<file path="src/rtl/hwpe_evt_irq_ctrl.sv">
// Purpose : captures HWPE per-core events into pending bits, masks with ENABLE, drives mxip_o.
// Latency : evt_i / register writes in cycle n reach mxip_o in cycle n+1; responses 1 cycle after grant.
// Backpr. : none, gnt_o = req_i and every granted request gets exactly one rvalid_o pulse.
//
// Ports:
//   clk_i, rst_i          clock, asynchronous active-high reset
//   evt_i   [NrCores]     HWPE event lines (level or pulse, synchronous)
//   mxip_o  [NrCores]     registered machine external interrupt per core
//   req_i/add_i/write_i/wdata_i/be_i   TCDM-style peripheral request
//   gnt_o/rvalid_o/rdata_o/err_o       grant and one-cycle-later response
//
// Register map (word offset add_i[4:2]):
//   0x00 PENDING (ro)  0x04 ENABLE (rw)  0x08 CLEAR (wo, W1C)  0x0C SET (wo, W1S)
//   0x10 COUNT         0x14 MODE (bit0: 0 edge, 1 level)       0x18/0x1C error
//
// Build option: define HWPE_EVT_CNT_EN to include the saturating COUNT register.
// Without it, 0x10 reads 0 with no error and writes are accepted and ignored.

module hwpe_evt_irq_ctrl #(
  parameter int unsigned NrCores   = 9,
  parameter int unsigned AddrWidth = 32,
  parameter int unsigned DataWidth = 32,
  parameter int unsigned CntWidth  = 16
) (
  input  logic                     clk_i,
  input  logic                     rst_i,
  input  logic [NrCores-1:0]       evt_i,
  output logic [NrCores-1:0]       mxip_o,
  input  logic                     req_i,
  input  logic [AddrWidth-1:0]     add_i,
  input  logic                     write_i,
  input  logic [DataWidth-1:0]     wdata_i,
  input  logic [DataWidth/8-1:0]   be_i,
  output logic                     gnt_o,
  output logic                     rvalid_o,
  output logic [DataWidth-1:0]     rdata_o,
  output logic                     err_o
);

  localparam logic [2:0] RegPending = 3'd0;
  localparam logic [2:0] RegEnable  = 3'd1;
  localparam logic [2:0] RegClear   = 3'd2;
  localparam logic [2:0] RegSet     = 3'd3;
  localparam logic [2:0] RegCount   = 3'd4;
  localparam logic [2:0] RegMode    = 3'd5;

  // State
  logic [NrCores-1:0]   evt_q;
  logic [NrCores-1:0]   pending_q;
  logic [NrCores-1:0]   enable_q;
  logic [NrCores-1:0]   mxip_q;
  logic                 mode_q;
  logic                 rvalid_q;
  logic [DataWidth-1:0] rdata_q;
  logic                 err_q;

  // Next-state and decode
  logic [2:0]           word;
  logic                 wr_en;
  logic [DataWidth-1:0] be_mask;
  logic [NrCores-1:0]   be_bits;
  logic [NrCores-1:0]   wr_bits;
  logic [NrCores-1:0]   rise;
  logic [NrCores-1:0]   clr_bits;
  logic [NrCores-1:0]   set_bits;
  logic [NrCores-1:0]   enable_d;
  logic [NrCores-1:0]   pending_d;
  logic [NrCores-1:0]   mxip_d;
  logic                 mode_d;
  logic                 cnt_clr;
  logic [DataWidth-1:0] cnt_rd;
  logic [DataWidth-1:0] rdata_d;
  logic                 err_d;

  assign gnt_o    = req_i;
  assign word     = add_i[4:2];
  assign wr_en    = req_i & write_i;
  assign rise     = evt_i & ~evt_q;
  assign mxip_o   = mxip_q;
  assign rvalid_o = rvalid_q;
  assign rdata_o  = rdata_q;
  assign err_o    = err_q;

  // Expand byte enables to a bit mask so ENABLE/CLEAR/SET only see enabled bytes.
  always_comb begin
    be_mask = '0;
    for (int b = 0; b < DataWidth/8; b++) begin
      be_mask[b*8 +: 8] = {8{be_i[b]}};
    end
  end

  assign be_bits = be_mask[NrCores-1:0];
  assign wr_bits = wdata_i[NrCores-1:0] & be_bits;

  // Write decode
  always_comb begin
    clr_bits = '0;
    set_bits = '0;
    enable_d = enable_q;
    mode_d   = mode_q;
    cnt_clr  = 1'b0;
    if (wr_en) begin
      case (word)
        RegEnable: enable_d = (enable_q & ~be_bits) | wr_bits;
        RegClear:  clr_bits = wr_bits;
        RegSet:    set_bits = wr_bits;
        RegCount:  cnt_clr  = 1'b1;
        RegMode:   if (be_i[0]) mode_d = wdata_i[0];
        default:   ;
      endcase
    end
  end

  // Capture and SET are OR-ed in after CLEAR so a same-cycle event is never lost.
  assign pending_d = (pending_q & ~clr_bits) | set_bits | rise;

  // Level mode bypasses pending and follows the raw event lines; pending still
  // records edges for software in both modes.
  assign mxip_d = mode_d ? (evt_i & enable_d) : (pending_d & enable_d);

  // Read mux: pre-write state at the grant cycle.
  always_comb begin
    rdata_d = '0;
    err_d   = 1'b0;
    case (word)
      RegPending: rdata_d[NrCores-1:0] = pending_q;
      RegEnable:  rdata_d[NrCores-1:0] = enable_q;
      RegCount:   rdata_d              = cnt_rd;
      RegMode:    rdata_d[0]           = mode_q;
      3'd6, 3'd7: err_d                = 1'b1;
      default:    ;
    endcase
  end

`ifdef HWPE_EVT_CNT_EN
  // The popcount of at most 32 edges fits in 6 bits; summing 6 bits wider
  // than the counter means the saturation test never sees a wrapped value.
  localparam int unsigned SumWidth = CntWidth + 6;
  localparam logic [SumWidth-1:0] CntMax = {6'd0, {CntWidth{1'b1}}};

  logic [CntWidth-1:0] cnt_q;
  logic [5:0]          rise_cnt;
  logic [SumWidth-1:0] cnt_sum;
  logic [CntWidth-1:0] cnt_d;

  always_comb begin
    rise_cnt = '0;
    for (int i = 0; i < NrCores; i++) begin
      rise_cnt = rise_cnt + 6'(rise[i]);
    end
  end

  assign cnt_sum = {6'd0, cnt_q} + {{(SumWidth-6){1'b0}}, rise_cnt};

  // A clearing write wins over captures of the same cycle.
  always_comb begin
    if (cnt_clr) begin
      cnt_d = '0;
    end else if (cnt_sum > CntMax) begin
      cnt_d = '1;
    end else begin
      cnt_d = cnt_sum[CntWidth-1:0];
    end
  end

  always_ff @(posedge clk_i or posedge rst_i) begin
    if (rst_i) begin
      cnt_q <= '0;
    end else begin
      cnt_q <= cnt_d;
    end
  end

  assign cnt_rd = DataWidth'(cnt_q);
`else
  logic unused_cnt;
  assign unused_cnt = cnt_clr;
  assign cnt_rd     = '0;
`endif

  // Address bits outside [4:2] and data bits above NrCores are don't-care.
  logic unused_bits;
  assign unused_bits = ^{add_i, wdata_i};

  always_ff @(posedge clk_i or posedge rst_i) begin
    if (rst_i) begin
      evt_q     <= '0;
      pending_q <= '0;
      enable_q  <= '1;
      mode_q    <= 1'b0;
      mxip_q    <= '0;
      rvalid_q  <= 1'b0;
      rdata_q   <= '0;
      err_q     <= 1'b0;
    end else begin
      evt_q     <= evt_i;
      pending_q <= pending_d;
      enable_q  <= enable_d;
      mode_q    <= mode_d;
      mxip_q    <= mxip_d;
      rvalid_q  <= req_i;
      // Response data is held until the next granted request.
      if (req_i) begin
        rdata_q <= rdata_d;
        err_q   <= err_d;
      end
    end
  end

endmodule

</file>
<file path="config.mk">
export PLATFORM = sky130hd
export DESIGN_NAME = hwpe_evt_irq_ctrl
export DESIGN_NICKNAME = d
export VERILOG_FILES = /design/src/rtl/hwpe_evt_irq_ctrl.sv
export SDC_FILE = /design/constraint.sdc
export NUM_CORES = 1
export LEC_CHECK = 0
export ABC_AREA = 1
export CAP_MARGIN = 40
export CORE_MARGIN = 3
export CORE_UTILIZATION = 43
export CTS_BUF_LIST = sky130_fd_sc_hd__clkbuf_4 sky130_fd_sc_hd__clkbuf_8
export DETAILED_ROUTE_END_ITERATION = 6
export PLACE_DENSITY_LB_ADDON = 0.12
export SYNTH_ARGS = -nofsm -noshare
export SYNTH_HDL_FRONTEND = slang
export SYNTH_SLANG_ARGS = --single-unit
</file>
<file path="constraint.sdc">
create_clock -name clk_i -period 3.6 [get_ports clk_i]
set_input_delay 0.72 -clock clk_i [delete_from_list [all_inputs] [get_ports clk_i]]
set_output_delay 0.72 -clock clk_i [all_outputs]
set_load 0.01 [all_outputs]
</file>
==> results.sh <==
export IMPL_grt_ovfl_total=0
export IMPL_synth_cell_types=18
export IMPL_final_nets=412
export IMPL_r2r_end="mxip_o[6]"
export IMPL_synth_flop_cell="dfrtp_1"
export IMPL_clockRootBuffer="clkbuf_8"
export IMPL_cts_max_level=2
export IMPL_syn_cell_area_sq_mm=0.00231
export IMPL_coreArea_sq_mm=0.00517
export IMPL_max_stage_delay_ns=0.53
export IMPL_die_h_um=79.4
export IMPL_ys_seq_elements=48
export IMPL_core_rowCount=26
export IMPL_clock_sinks=48
export IMPL_synthTopCellsByArea="dfrtp_1 42%, nand2_1 13%, dfstp_2 10%"
export IMPL_p_int_uw=907
export IMPL_grt_max_degree=29
export IMPL_p_clk_frac=0.286
export IMPL_setup_viol=0
export IMPL_grt_busiest_layer="met2"
export IMPL_routedWlPerCell_um=13.4
export IMPL_critical_path_arrival_ns=1.73
export IMPL_crit_end="gnt_o"
export IMPL_dp_hpwl_mm=3.58
export IMPL_postCtsSetupBuffers=0
export IMPL_cpMaxStageDelayCell="clkdlybuf4s50_1"
export IMPL_syn_inst=282
export IMPL_post_cts_resized=0
export IMPL_drtPass1Iterations=4
export IMPL_place_area_sq_mm=0.00277
export IMPL_maxCapViolCount=0
export IMPL_dieArea_sq_mm=0.00630
export IMPL_max_slew_margin_rel=0.466
export IMPL_rsz0062_at_grt="no"
export IMPL_grt_pass1_wl_mm=8.78
export IMPL_hold_violations=0
export IMPL_vias=1910
export IMPL_synth_top_area_share=0.422
export IMPL_p_leak_uw=0.00134
export IMPL_ir_worst_vdd_mv=0.253
export IMPL_min_period_ns=2.45
export IMPL_path_common_cell="clkdlybuf4s50_1"
export IMPL_whs_ns=0.504
export IMPL_grt_util_all_layers=0.185
export IMPL_globalplace_congestion=0.788
export IMPL_crit_family="buffers and inverters"
export IMPL_numPortBuffers=47
export IMPL_rr_startpoint="mode_q"
export IMPL_ant_nets=0
export IMPL_synth_area_leader_cell="dfrtp_1"
export IMPL_worstPathRequired_ns=2.88
export IMPL_cts_tree="done"
export IMPL_ff2ff_setup_slack_ns=2.60
export IMPL_outcome="finished clean"
export IMPL_critPathLaunchType="primary input"
export IMPL_drc=0
export IMPL_final_area_sq_mm=0.00288
export IMPL_grt_use_met3=0.0485
export IMPL_crit_start="req_i"
export IMPL_clock_skew_ns=0.00441
export IMPL_async_flop_share=1.00
export IMPL_switching_share=0.274
export IMPL_fp_dieW_um=79.4
export IMPL_clk_latency_ns=0.30
export IMPL_path_cells="clkdlybuf4s50_1, clkdlybuf4s50_1"
export IMPL_diodes=0
export IMPL_powerDensity_mw_per_mm2=434
export IMPL_io_pin_count=125
export IMPL_critPathKind="primary input to output pin"
export IMPL_rr_worst_depth=4
export IMPL_drive_gt1_frac=0.102
export IMPL_worstSetupEndpointType="output pin"
export IMPL_area_delta_synth_final_pct=24.3
export IMPL_hold_class="register to register"
export IMPL_p_sw_uw=343
export IMPL_dr_first_iter_drc_count=113
export IMPL_antenna_found_initial=0
export IMPL_tightest_slew_ns=0.798
export IMPL_ys_warnings_count=0
export IMPL_power_frac_comb=0.208
export IMPL_synth_edf_count=0
export IMPL_synth_avg_cell_area_sq_um=8.21
export IMPL_cp_num_buf_inv=2
export IMPL_grt_pass1_vias=1795
export IMPL_seqPwrFrac=0.506
export IMPL_ys_seq_area_frac=0.524
export IMPL_max_clock_freq_mhz=409
export IMPL_fin_crit_sh=0.679
export IMPL_synth_most_common_cell="nand2_1"
export IMPL_start_util=0.448
export IMPL_cp_max_fo=2
export IMPL_synthTopCellsByCount="80 x nand2_1, 45 x nor2_1, 39 x dfrtp_1"
export IMPL_numCtsBuffers=5
export IMPL_vias_per_cell=4.75
export IMPL_grt_use_met2=0.274
export IMPL_clockBufferDepth=2
export IMPL_wl_mm=5.38
export IMPL_drv_slew=0
export IMPL_hold_buffers=0
export IMPL_grt_use_met1=0.257
export IMPL_path_clk_slew_ns=0.08
export IMPL_setup_tns_ns=0
export IMPL_cp_num_cells=2
-- layout by cell type (no fill, tap or decap), types with 9 or more instances in the layout --
| cell | count |
|---|---|
| dfstp_2 | 9 |
| inv_1 | 14 |
| clkdlybuf4s50_1 | 47 |
| o21ai_0 | 11 |
| nand2_1 | 80 |
| a21oi_1 | 9 |
| conb_1 | 23 |
| nand3_1 | 22 |
| dfrtp_1 | 39 |
| nor2_1 | 45 |
-- how the worst min path moves through the flow --
| stage | startpoint | to | slack, ns | cells after the start |
|---|---|---|---|---|
| floorplan | pending_q[0] | pending_q[0] | 0.47 | 2 |
| global placement | pending_q[3] | pending_q[3] | 0.49 | 2 |
| detailed placement | pending_q[6] | pending_q[6] | 0.49 | 2 |
| finish | enable_q[3] | enable_q[3] | 0.50 | 2 |
| CTS | enable_q[8] | enable_q[8] | 0.50 | 2 |
| global route | enable_q[8] | rdata_o[8] | 0.54 | 2 |
-- logic make-up after synthesis --
family                 synth area share
AND/OR/NAND/NOR                   0.287
flip-flops                        0.524
buffers and inverters             0.123
AO/OA/AOI/OAI                    0.0649
other                           0.00162
-- state kept, by name, indices dropped and copies added (netlist names) --
name / flops
enable_q: 9
evt_q: 9
mxip_o: 9
pending_q: 9
rdata_o: 9
err_o: 1
mode_q: 1
rvalid_o: 1
-- final cells by class --
class                           count  area [sq um]
Clock buffer                        8           104
Fill cell                         487          2290
Inverter                           18          67.6
Multi-Input combinational cell    208           901
Sequential cell                    48          1210
Tap cell                           70          87.6
Timing Repair Buffer               50           505
-- per-stage QoR --
step	utilization	power (uW)	setup WS [ns]	instances
floorplan	-	789	1.75	304
global placement	0.532	897	1.10	393
detailed placement	0.536	904	1.07	394
CTS	0.556	1260	1.15	402
global route	0.556	1330	1.13	402
finish	0.556	1250	1.15	402
-- worst reg2reg max path, delay by kind of cell (launching register included) --
kind,cells,cell delay [ns]
flops,1,0.40
simple gates,4,0.49
-- routing by layer --
layer | routed length [um] | vias up | part of all wire
li1 | - | 943 | -
met1 | 2430 | 877 | 0.45
met2 | 2420 | 80 | 0.45
met3 | 412 | 10 | 0.077
met4 | 113 | 0 | 0.021
met5 | 0 | - | 0
-- power by group through the flow --
stage | logic, uW | registers (uW) | clock network [uW]
global route | 291 | 640 | 396
floorplan | 135 | 654 | 0
global placement | 256 | 641 | 0
CTS | 262 | 632 | 368
finish | 260 | 632 | 358
detailed placement | 261 | 643 | 0
No activity file was read; power rests on OpenSTA's default activity.
